## src/rtl/muldiv_unit_if.sv

```systemverilog
// Request/response bundle between the integer pipeline and muldiv_unit.
// The pipeline drives the request side (master); the unit drives the response side (slave).
interface muldiv_unit_if #(
  parameter int unsigned XLEN = 32
);
  logic            in_valid;
  logic            in_ready;
  logic [2:0]      op;
  logic [XLEN-1:0] a;
  logic [XLEN-1:0] b;
  logic            kill;
  logic            out_valid;
  logic            out_ready;
  logic [XLEN-1:0] result;

  modport master (
    output in_valid, op, a, b, kill, out_ready,
    input  in_ready, out_valid, result
  );

  modport slave (
    input  in_valid, op, a, b, kill, out_ready,
    output in_ready, out_valid, result
  );
endinterface

```

## src/rtl/muldiv_unit.sv

```systemverilog
// Iterative RV32M multiply/divide: one radix-2 step per cycle on operand magnitudes,
// with sign correction applied when the final step is loaded into the result register.
module muldiv_unit #(
  parameter int unsigned XLEN = 32
) (
  input  logic         clk,
  input  logic         reset,
  muldiv_unit_if.slave bus
);
  localparam int unsigned CW = $clog2(XLEN);
  localparam logic [XLEN-1:0] INT_MIN = {1'b1, {(XLEN-1){1'b0}}};

  typedef enum logic [1:0] {IDLE, CALC, DONE} state_t;

  state_t            state, state_next;
  logic [CW-1:0]     cnt;
  logic [2:0]        op_q;
  logic [XLEN-1:0]   divisor_q;
  logic [2*XLEN-1:0] acc;
  logic              neg_main, neg_rem;
  logic [XLEN-1:0]   result_q;

  logic              accept, last_step;
  logic              signed_a, signed_b, neg_a, neg_b;
  logic              div_zero, div_ovf, special;
  logic [XLEN-1:0]   mag_a, mag_b, special_val;
  logic [XLEN:0]     mul_sum, div_shift, div_rem;
  logic              div_ge;
  logic [2*XLEN-1:0] mul_next, div_next, step_next, prod_signed;
  logic [XLEN-1:0]   quo, rem, final_val;

  assign accept    = bus.in_valid & (state == IDLE) & ~bus.kill;
  assign last_step = (cnt == CW'(XLEN - 1));

  always_comb begin
    signed_a = 1'b0;
    signed_b = 1'b0;
    case (bus.op)
      3'b000, 3'b001, 3'b100, 3'b110: begin signed_a = 1'b1; signed_b = 1'b1; end
      3'b010:                         signed_a = 1'b1;
      default:                        ;
    endcase
  end

  assign neg_a    = signed_a & bus.a[XLEN-1];
  assign neg_b    = signed_b & bus.b[XLEN-1];
  assign mag_a    = neg_a ? -bus.a : bus.a;
  assign mag_b    = neg_b ? -bus.b : bus.b;
  assign div_zero = bus.op[2] & (bus.b == '0);
  assign div_ovf  = bus.op[2] & ~bus.op[0] & (bus.a == INT_MIN) & (bus.b == '1);
  assign special  = div_zero | div_ovf;

  // op[1] separates quotient (DIV/DIVU) from remainder (REM/REMU) forms
  always_comb begin
    special_val = '0;
    if (div_zero)
      special_val = bus.op[1] ? bus.a : '1;
    else if (div_ovf)
      special_val = bus.op[1] ? '0 : bus.a;
  end

  // acc holds {partial product, multiplier} for multiply and {remainder, quotient} for divide
  assign mul_sum   = {1'b0, acc[2*XLEN-1:XLEN]} + (acc[0] ? {1'b0, divisor_q} : '0);
  assign mul_next  = {mul_sum, acc[XLEN-1:1]};
  assign div_shift = acc[2*XLEN-1:XLEN-1];
  assign div_ge    = (div_shift >= {1'b0, divisor_q});
  assign div_rem   = div_ge ? (div_shift - {1'b0, divisor_q}) : div_shift;
  assign div_next  = {div_rem[XLEN-1:0], acc[XLEN-2:0], div_ge};
  assign step_next = op_q[2] ? div_next : mul_next;

  assign prod_signed = neg_main ? -step_next : step_next;
  assign quo         = step_next[XLEN-1:0];
  assign rem         = step_next[2*XLEN-1:XLEN];

  always_comb begin
    final_val = '0;
    case (op_q)
      3'b000:                 final_val = prod_signed[XLEN-1:0];
      3'b001, 3'b010, 3'b011: final_val = prod_signed[2*XLEN-1:XLEN];
      3'b100, 3'b101:         final_val = neg_main ? -quo : quo;
      default:                final_val = neg_rem ? -rem : rem;
    endcase
  end

  always_comb begin
    state_next = state;
    case (state)
      IDLE: if (accept) state_next = special ? DONE : CALC;
      CALC: if (last_step) state_next = DONE;
      DONE: if (bus.out_ready) state_next = IDLE;
      default: state_next = IDLE;
    endcase
    if (bus.kill) state_next = IDLE;
  end

  always_ff @(posedge clk) begin
    if (reset) begin
      state     <= IDLE;
      cnt       <= '0;
      op_q      <= '0;
      divisor_q <= '0;
      acc       <= '0;
      neg_main  <= 1'b0;
      neg_rem   <= 1'b0;
      result_q  <= '0;
    end else begin
      state <= state_next;
      if (accept) begin
        cnt       <= '0;
        op_q      <= bus.op;
        divisor_q <= mag_b;
        acc       <= {{XLEN{1'b0}}, mag_a};
        neg_main  <= neg_a ^ neg_b;
        neg_rem   <= neg_a;
        if (special) result_q <= special_val;
      end else if (state == CALC && !bus.kill) begin
        acc <= step_next;
        cnt <= cnt + 1'b1;
        if (last_step) result_q <= final_val;
      end
    end
  end

  assign bus.in_ready  = (state == IDLE);
  assign bus.out_valid = (state == DONE);
  assign bus.result    = result_q;
endmodule
```

## src/flat_wrapper.sv

```systemverilog
// flat-port wrapper written by rule: the top's interface ports become plain ports
module muldiv_unit_flat 
#(
  parameter int unsigned XLEN = 32
)
  (clk, reset, bus_in_valid, bus_op, bus_a, bus_b, bus_kill, bus_out_ready, bus_in_ready, bus_out_valid, bus_result);
  muldiv_unit_if #(.XLEN(XLEN)) bus_i ();
  input  logic clk;
  input  logic reset;
  input wire logic [$bits(bus_i.in_valid)-1:0] bus_in_valid;
  input wire logic [$bits(bus_i.op)-1:0] bus_op;
  input wire logic [$bits(bus_i.a)-1:0] bus_a;
  input wire logic [$bits(bus_i.b)-1:0] bus_b;
  input wire logic [$bits(bus_i.kill)-1:0] bus_kill;
  input wire logic [$bits(bus_i.out_ready)-1:0] bus_out_ready;
  output wire logic [$bits(bus_i.in_ready)-1:0] bus_in_ready;
  output wire logic [$bits(bus_i.out_valid)-1:0] bus_out_valid;
  output wire logic [$bits(bus_i.result)-1:0] bus_result;
  assign bus_i.in_valid = bus_in_valid;
  assign bus_i.op = bus_op;
  assign bus_i.a = bus_a;
  assign bus_i.b = bus_b;
  assign bus_i.kill = bus_kill;
  assign bus_i.out_ready = bus_out_ready;
  assign bus_in_ready = bus_i.in_ready;
  assign bus_out_valid = bus_i.out_valid;
  assign bus_result = bus_i.result;
  muldiv_unit #(.XLEN(XLEN)) u_core (.clk(clk), .reset(reset), .bus(bus_i));
endmodule
```

## config.mk

```make
export PLATFORM = sky130hd
export DESIGN_NAME = muldiv_unit_flat
export DESIGN_NICKNAME = d
export VERILOG_FILES = /design/src/rtl/muldiv_unit_if.sv /design/src/rtl/muldiv_unit.sv /design/src/flat_wrapper.sv
export SDC_FILE = /design/constraint.sdc
export NUM_CORES = 1
export LEC_CHECK = 0
export BUFFER_PORTS_ARGS = -buffer_cell sky130_fd_sc_hd__buf_2
export CAP_MARGIN = 20
export CELL_PAD_IN_SITES_DETAIL_PLACEMENT = 0
export CELL_PAD_IN_SITES_GLOBAL_PLACEMENT = 2
export CORE_MARGIN = 2
export CORE_UTILIZATION = 35
export DETAILED_ROUTE_END_ITERATION = 7
export GPL_ROUTABILITY_DRIVEN = 0
export PLACE_DENSITY = 0.87
export SLEW_MARGIN = 20
export SYNTH_ARGS = -nofsm -noshare
export SYNTH_HDL_FRONTEND = slang
export SYNTH_SLANG_ARGS = --single-unit
```

## constraint.sdc

```tcl
create_clock -name clk -period 6.8 [get_ports clk]
set_input_delay 0.34 -clock clk [delete_from_list [all_inputs] [get_ports clk]]
set_output_delay 0.34 -clock clk [all_outputs]
set_load 0.005 [all_outputs]
```

Yosys cells after proc, flatten, opt, wreduce, memory -nomap -nowiden
Index checks and enable logic that the tools add are counted.
{"block": "word_totals", "regBits": 140, "latch_bits": 0, "ram_bits": 0, "rom_bits": 0, "in_bits": 72, "output_inout_bits": 34, "wordCells": 90, "n_memories": 0}
{"block": "op_classes", "n_addsub": 8, "mul": 0, "n_div": 0, "magnitude_cmp": 1, "n_eq_ne": 18, "shifts": 0, "n_mux": 26, "n_bitwise": 12, "n_reduce_logical": 16}
{"op": "$mux 32", "n": 16}
{"op": "$mux 64", "n": 2}
{"op": "$neg 32->32", "n": 4}
{"op": "$pmux 32 s3", "n": 1}
{"op": "$eq 32x32->1 const B", "n": 2}
{"op": "$neg 64->64", "n": 1}
{"op": "$add 32x32->33", "n": 1}
{"op": "$ge 33x32->1", "n": 1}
{"op": "$logic_not 32->1", "n": 1}
{"op": "$sub 32x32->32", "n": 1}
{"op": "$eq 3x3->1 const B", "n": 4}
{"op": "$eq 3x2->1 const B", "n": 3}
{"op": "$and 1x1->1", "n": 8}
{"op": "$mux 2", "n": 4}
{"op": "$eq 3x1->1 const B", "n": 2}
{"op": "$logic_not 3->1", "n": 2}
{"op": "$pmux 2 s3", "n": 1}
{"op": "$reduce_and 3->1", "n": 2}
{"op": "$reduce_or 2->1", "n": 3}
{"op": "$add 5x1->5 const B", "n": 1}
{"op": "$eq 5x5->1 const B", "n": 1}
{"op": "$reduce_or 5->1", "n": 1}
{"op": "$ne 2x1->1 const B", "n": 2}
{"op": "$ne 2x2->1 const B", "n": 2}
{"op": "12 further kinds", "n": 15}

Longest topological paths before layout
{"block": "depth", "ltp_word": 9, "mapped_depth": 24, "ltp_nobuf": 21}

Worst setup path before layout
No wires, ideal clock.
{"block": "synth_path", "kind": "register to register", "startpoint": "register u_core.op_q[2]", "endpoint": "register u_core.result_q[22] (netlist: u_core.bus.result[22])", "setup_ns": 0.069, "arrival_ns": 5.072, "required_ns": 6.731, "path_slack_ns": 1.659, "stages_incl_launch_ff": 25, "path_buffers": 10, "period_less_slack_ns": 5.141, "path_cell_list": "dfxtp_1 -> buf_2 -> buf_2 -> buf_2 -> buf_2 -> buf_2 -> buf_2 -> buf_2 -> buf_1 -> clkbuf_1 -> o21ai_0 -> ha_1 -> o221ai_1 -> nor4_1 -> nand2_1 -> or2_1 -> or2_2 -> buf_2 -> nor3_1 -> and2_1 -> nand3_1 -> o22ai_1 -> a2111oi_0 -> or4_1 -> o21ai_1"}
{"block": "synth_between", "elab_chain_len": 7, "elab_cells_between_ends": 19, "cone_classes": "add/sub (3); eq/ne (5); mux (8); reduce/logical (3)"}
{"item": "from (decl)", "line": "muldiv_unit.sv:17", "source": "logic [2:0] op_q;"}
{"item": "from (signal assigned)", "line": "muldiv_unit.sv:110", "source": "op_q <= bus.op;"}
{"item": "$mux 64", "line": "muldiv_unit.sv:69", "source": "assign step_next = op_q[2] ? div_next : mul_next;"}
{"item": "$neg 64->64 (tied with other cells)", "line": "muldiv_unit.sv:71", "source": "assign prod_signed = neg_main ? -step_next : step_next;"}
{"item": "$mux 64 (tied with other cells)", "line": "muldiv_unit.sv:71"}
{"item": "$pmux 32 s3 (*)", "line": "muldiv_unit.sv:77", "source": "case (op_q)"}
{"item": "$mux 32 (*)", "line": "muldiv_unit.sv:119", "source": "if (last_step) result_q <= final_val;"}
{"item": "$mux 32 (*)", "line": "muldiv_unit.sv:116", "source": "end else if (state == CALC && !bus.kill) begin"}
{"item": "$mux 32 (*)", "line": "muldiv_unit.sv:108", "source": "if (accept) begin"}
{"item": "to (signal assigned)", "line": "muldiv_unit.sv:115", "source": "if (special) result_q <= special_val;"}
{"item": "to (signal assigned)", "line": "muldiv_unit.sv:119"}
{"item": "to (decl)", "line": "muldiv_unit.sv:21", "source": "logic [XLEN-1:0] result_q;"}
Every way passes the cells marked *; elsewhere a longest branch is shown, timed or not. The select of a mux whose other input is x is not followed.
A chain may end at the register's enable or synchronous reset.

Final worst setup path
{"block": "layout_path", "startpoint": "register u_core.acc[49]", "endpoint": "register u_core.result_q[22] (netlist: u_core.bus.result[22])"}
{"block": "layout_between", "elab_chain_len": 9, "elab_cells_between_ends": 15, "cone_classes": "add/sub (5); order compare (1); mux (9)"}
{"item": "from (decl)", "line": "muldiv_unit.sv:19", "source": "logic [2*XLEN-1:0] acc;"}
{"item": "from (signal assigned)", "line": "muldiv_unit.sv:112", "source": "acc <= {{XLEN{1'b0}}, mag_a};"}
{"item": "from (signal assigned)", "line": "muldiv_unit.sv:117", "source": "acc <= step_next;"}
{"item": "$sub 32x32->32 or $ge 33x32->1 (tied branches)", "line": "muldiv_unit.sv:67, muldiv_unit.sv:66"}
{"item": "$mux 32", "line": "muldiv_unit.sv:67", "source": "assign div_rem = div_ge ? (div_shift - {1'b0, divisor_q}) : div_shift;"}
{"item": "$mux 64 (*)", "line": "muldiv_unit.sv:69"}
{"item": "$neg 64->64 or $neg 32->32 (tied branches)", "line": "muldiv_unit.sv:71, muldiv_unit.sv:81"}
{"item": "$mux 64 or $mux 32 (tied branches)", "line": "muldiv_unit.sv:71, muldiv_unit.sv:81"}
{"item": "$pmux 32 s3 (*)", "line": "muldiv_unit.sv:77"}
{"item": "$mux 32 (*)", "line": "muldiv_unit.sv:119"}
{"item": "$mux 32 (*)", "line": "muldiv_unit.sv:116"}
{"item": "$mux 32 (*)", "line": "muldiv_unit.sv:108"}
Marked as above.

==> insert_results.sql <==
INSERT INTO impl_metrics (metric_group, metric, value, unit) VALUES
('clock_network', 'clk_root_buffer_cell', 'sky130_fd_sc_hd__clkbuf_16', ''),
('routing', 'post-route-drc-count', '0', ''),
('critical_path', 'startpoint_type_of_the_worst_setup_path', 'flop', ''),
('global_routing', 'grt-ovfl-total', '0', ''),
('synth', 'syn-num-nets', '2311', ''),
('clock_network', 'clock-sinks', '140', ''),
('timing', 'setup-tns-final', '0', 'ns'),
('clock_network', 'cts_htree_levels', '4', ''),
('floorplanning', 'floorplan.die.height', '212.0', 'um'),
('cells_and_area', 'post_route_cells_drive_above_1_share', '11.45', '%'),
('placed_design', 'post-place-ws', '1.118', 'ns'),
('timing', 'whs', '0.1059', 'ns'),
('critical_path', 'crit_path_end_kind', 'flop', ''),
('synth', 'syn_warnings', '0', ''),
('power', 'power.density', '173.5', 'mW/mm^2'),
('global_routing', 'first_global_vias', '15410', ''),
('timing', 'final.min_clock_period', '5.888', 'ns'),
('timing', 'finalClockSkew', '0.01270', 'ns'),
('synth', 'synthDominantCellAreaShare', '18.50', '%'),
('clock_network', 'cts.repair.resized', '0', ''),
('run', 'maxCapViolCount', '0', ''),
('timing', 'slew-limit-headroom', '27.83', '%'),
('global_routing', 'grt_start_max_net_pins', '156', ''),
('timing', 'final_max_slew_viol_count', '0', ''),
('synth', 'synth-async-reset-ratio', '0', '%'),
('synth', 'seq_cells_post_synth', '140', ''),
('timing', 'setup-violations-final', '0', ''),
('hold_path', 'timing.hold.worst.class', 'input port to flop', ''),
('timing', 'grt_setup_unrepaired', 'false', ''),
('routing', 'final_antenna_net_count', '0', ''),
('routing', 'drt_iter0_markers', '1780', ''),
('synth', 'syn_area', '0.01515', 'mm^2'),
('floorplanning', 'fp.dieArea', '0.04495', 'mm^2'),
('synth', 'leading_cell_type_by_number_of_instances_after_synthesis', 'sky130_fd_sc_hd__nor2_1', ''),
('global_routing', 'grt_first_pass_wirelength', '95.59', 'mm'),
('routing', 'wl_per_cell', '22.91', 'um'),
('synth', 'netlist_instances', '2166', ''),
('global_routing', 'grt_antenna_before_repair', '2', ''),
('global_routing', 'grt.total_usage', '28.13', '%'),
('placed_design', 'placement.io_buffers', '105', ''),
('cells_and_area', 'layout.cells.non_filler', '2795', ''),
('routing', 'vias', '17020', ''),
('critical_path', 'worst_ep_arrival_time', '6.29', 'ns'),
('synth', 'edff_count_synth', '0', ''),
('power', 'max-vdd-ir-drop', '0.0001389', 'V'),
('synth', 'yosys-top-cells-count', '254 x sky130_fd_sc_hd__nor2_1, 210 x sky130_fd_sc_hd__a21oi_1, 203 x sky130_fd_sc_hd__nand2_1', ''),
('power', 'cellLeakagePower', '0.006281', 'uW'),
('critical_path', 'cp.required', '7.20', 'ns'),
('timing', 'worst-slew-pin-transition', '1.083', 'ns'),
('clock_network', 'clk_latency', '0.46', 'ns'),
('clock_network', 'post_cts_hold_buffer_count', '0', ''),
('timing', 'post-route-period-util', '86.58', '%'),
('routing', 'viasPerCell', '6.089', ''),
('placed_design', 'place.detailed.hpwl', '49.39', 'mm'),
('clock_network', 'clock_pin_slew_of_the_registers_on_the_worst_case_setup_and_hold_paths', '0.07', 'ns'),
('floorplanning', 'design.core.area', '0.04289', 'mm^2'),
('clock_network', 'tritoncts', 'built', ''),
('power', 'final_total_pwr', '2918', 'uW'),
('cells_and_area', 'fin_nets', '2341', ''),
('synth', 'yosysTopAreaCell', 'sky130_fd_sc_hd__dfxtp_1', ''),
('placed_design', 'placedCellCount', '2762', ''),
('routing', 'routed_wl', '64.02', 'mm'),
('floorplanning', 'initial_utilization', '35.32', '%'),
('critical_path', 'crit_type', 'flop to flop', ''),
('floorplanning', 'io-pin-count', '106', ''),
('timing', 'hold_viol_final', '0', ''),
('synth', 'synth.lib_cells_used.distinct', '98', ''),
('synth', 'seq_area_frac_synth', '18.50', '%'),
('synth', 'postSynth.topFlopCell', 'sky130_fd_sc_hd__dfxtp_1', ''),
('routing', 'drt-pass1-iter-count', '6', ''),
('timing', 'timing.fmax', '0.1698', 'GHz'),
('clock_network', 'cts_setup_buffers', '0', ''),
('clock_network', 'clock_tree.buffer_depth', '2', ''),
('clock_network', 'cts_inserted_buffers', '17', ''),
('status', 'run_status', 'complete, no violations', ''),
('synth', 'syn_avg_cell_area', '6.993', 'um^2'),
('floorplanning', 'die-width', '212.0', 'um'),
('synth', 'synth.top_cells.by_area', 'sky130_fd_sc_hd__dfxtp_1 19%, sky130_fd_sc_hd__a21oi_1 6.9%, sky130_fd_sc_hd__nor2_1 6.3%', ''),
('critical_path', 'worstPathMaxFanout', '9', ''),
('floorplanning', 'core.rowCount', '76', ''),
('timing', 'post-route-worst-setup-slack', '0.9124', 'ns'),
('cells_and_area', 'area_delta_synth_final', '11.03', '%');
[layout make-up]
| type | instances | area [um^2] |
|---|---|---|
| Antenna cell | 1 | 2.502 |
| Timing Repair Buffer | 148 | 863.3 |
| Clock buffer | 18 | 429.2 |
| Clock inverter | 14 | 220.2 |
| Inverter | 73 | 274.0 |
| Sequential cell | 140 | 2806 |
| Fill cell | 4655 | 26070 |
| Tap cell | 585 | 732.0 |
| Multi-Input combinational cell | 1816 | 11490 |
[per-stage QoR]
step | utilization, % | area (um^2)
floorplan | - | 15150
global placement | 37.69 | 16160
detailed placement | 37.69 | 16160
CTS | 39.21 | 16810
global route | 39.21 | 16810
finish | 39.21 | 16820
[metal layers]
metal | wire length, um | up-vias | GRT usage (%)
li1 | - | 8053 | -
met1 | 29100 | 8095 | 39.30
met2 | 27190 | 744 | 41.84
met4 | 2626 | 2 | 12.00
met3 | 5090 | 126 | 5.554
met5 | 12 | - | 0
[critical path: stages (launching register included)]
cell                        delay, ns
sky130_fd_sc_hd__dfxtp_1         0.36
sky130_fd_sc_hd__ha_1            0.41
sky130_fd_sc_hd__a21o_1          0.27
sky130_fd_sc_hd__a221o_1         0.41
sky130_fd_sc_hd__a22oi_2         0.16
sky130_fd_sc_hd__and3_1          0.19
sky130_fd_sc_hd__nand3_1         0.21
sky130_fd_sc_hd__o21ai_0         0.28
sky130_fd_sc_hd__ha_1            0.27
sky130_fd_sc_hd__o221ai_1        0.23
sky130_fd_sc_hd__nor4_1          0.49
sky130_fd_sc_hd__nand2_1         0.27
sky130_fd_sc_hd__or2_1           0.30
sky130_fd_sc_hd__or2_2           0.41
sky130_fd_sc_hd__nor3_1          0.17
sky130_fd_sc_hd__and2_1          0.24
sky130_fd_sc_hd__nand3_1         0.16
sky130_fd_sc_hd__o22ai_1         0.25
sky130_fd_sc_hd__a2111oi_0       0.13
sky130_fd_sc_hd__or4_1           0.50
sky130_fd_sc_hd__o21ai_1         0.12
[cell usage in the layout, fill, tap and decap left out, drive strengths merged, types with 11 or more instances in the layout]
| cell | Yosys | final |
|---|---|---|
| a211oi | 95 | 95 |
| a21o | 25 | 25 |
| a21oi | 212 | 212 |
| a311oi | 16 | 16 |
| a31oi | 30 | 30 |
| and2 | 48 | 48 |
| and3 | 18 | 18 |
| buf | 54 | 148 |
| clkbuf | 83 | 18 |
| dfxtp | 140 | 140 |
| ha | 71 | 71 |
| inv | 73 | 73 |
| mux2 | 11 | 11 |
| mux2i | 36 | 36 |
| nand2 | 204 | 204 |
| nand2b | 19 | 19 |
| nand3 | 32 | 32 |
| nand4 | 29 | 29 |
| nor2 | 254 | 254 |
| nor2b | 13 | 13 |
| nor3 | 66 | 66 |
| nor3b | 13 | 13 |
| nor4 | 31 | 31 |
| o211ai | 28 | 28 |
| o21ai | 165 | 165 |
| o21bai | 12 | 12 |
| o221ai | 11 | 11 |
| o22ai | 11 | 11 |
| o31ai | 27 | 27 |
| o41ai | 13 | 13 |
| or2 | 19 | 19 |
| or3 | 30 | 30 |
| or4 | 12 | 12 |
| xnor2 | 83 | 83 |
| xor2 | 62 | 62 |
[power breakdown]
part	internal, uW	switching, uW	total, uW
Clock	651	424	1080
Combinational	324	625	949
Sequential	851	41.9	893
[flip-flops by register name, summed over array words and instances, names as in the netlist]
name	cells
u_core.acc	64
u_core.bus.result	32
u_core.cnt	5
u_core.divisor_q	32
u_core.neg_main	1
u_core.neg_rem	1
u_core.op_q	3
u_core.state	2
[kinds of logic after synthesis]
logic type | Yosys count | synth area share, %
AO/OA/AOI/OAI | 741 | 31.72
multiplexers | 47 | 3.197
AND/OR/NAND/NOR | 810 | 26.30
flip-flops | 140 | 18.50
adder cells (fa/ha/maj) | 73 | 6.130
XOR/XNOR | 145 | 8.385
buffers and inverters | 210 | 5.758
[final timing paths]
kind | from | end | slack (ns) | cells after the start
max | u_core.acc[49] | u_core.bus.result[22] | 0.91 | 20
min | bus_kill | u_core.state[1] | 0.11 | 2
max reg2reg | u_core.acc[49] | u_core.bus.result[22] | 0.91 | 20
min reg2reg | u_core.bus.result[3] | u_core.bus.result[3] | 0.46 | 2
Power figures use the tool's default switching activity.
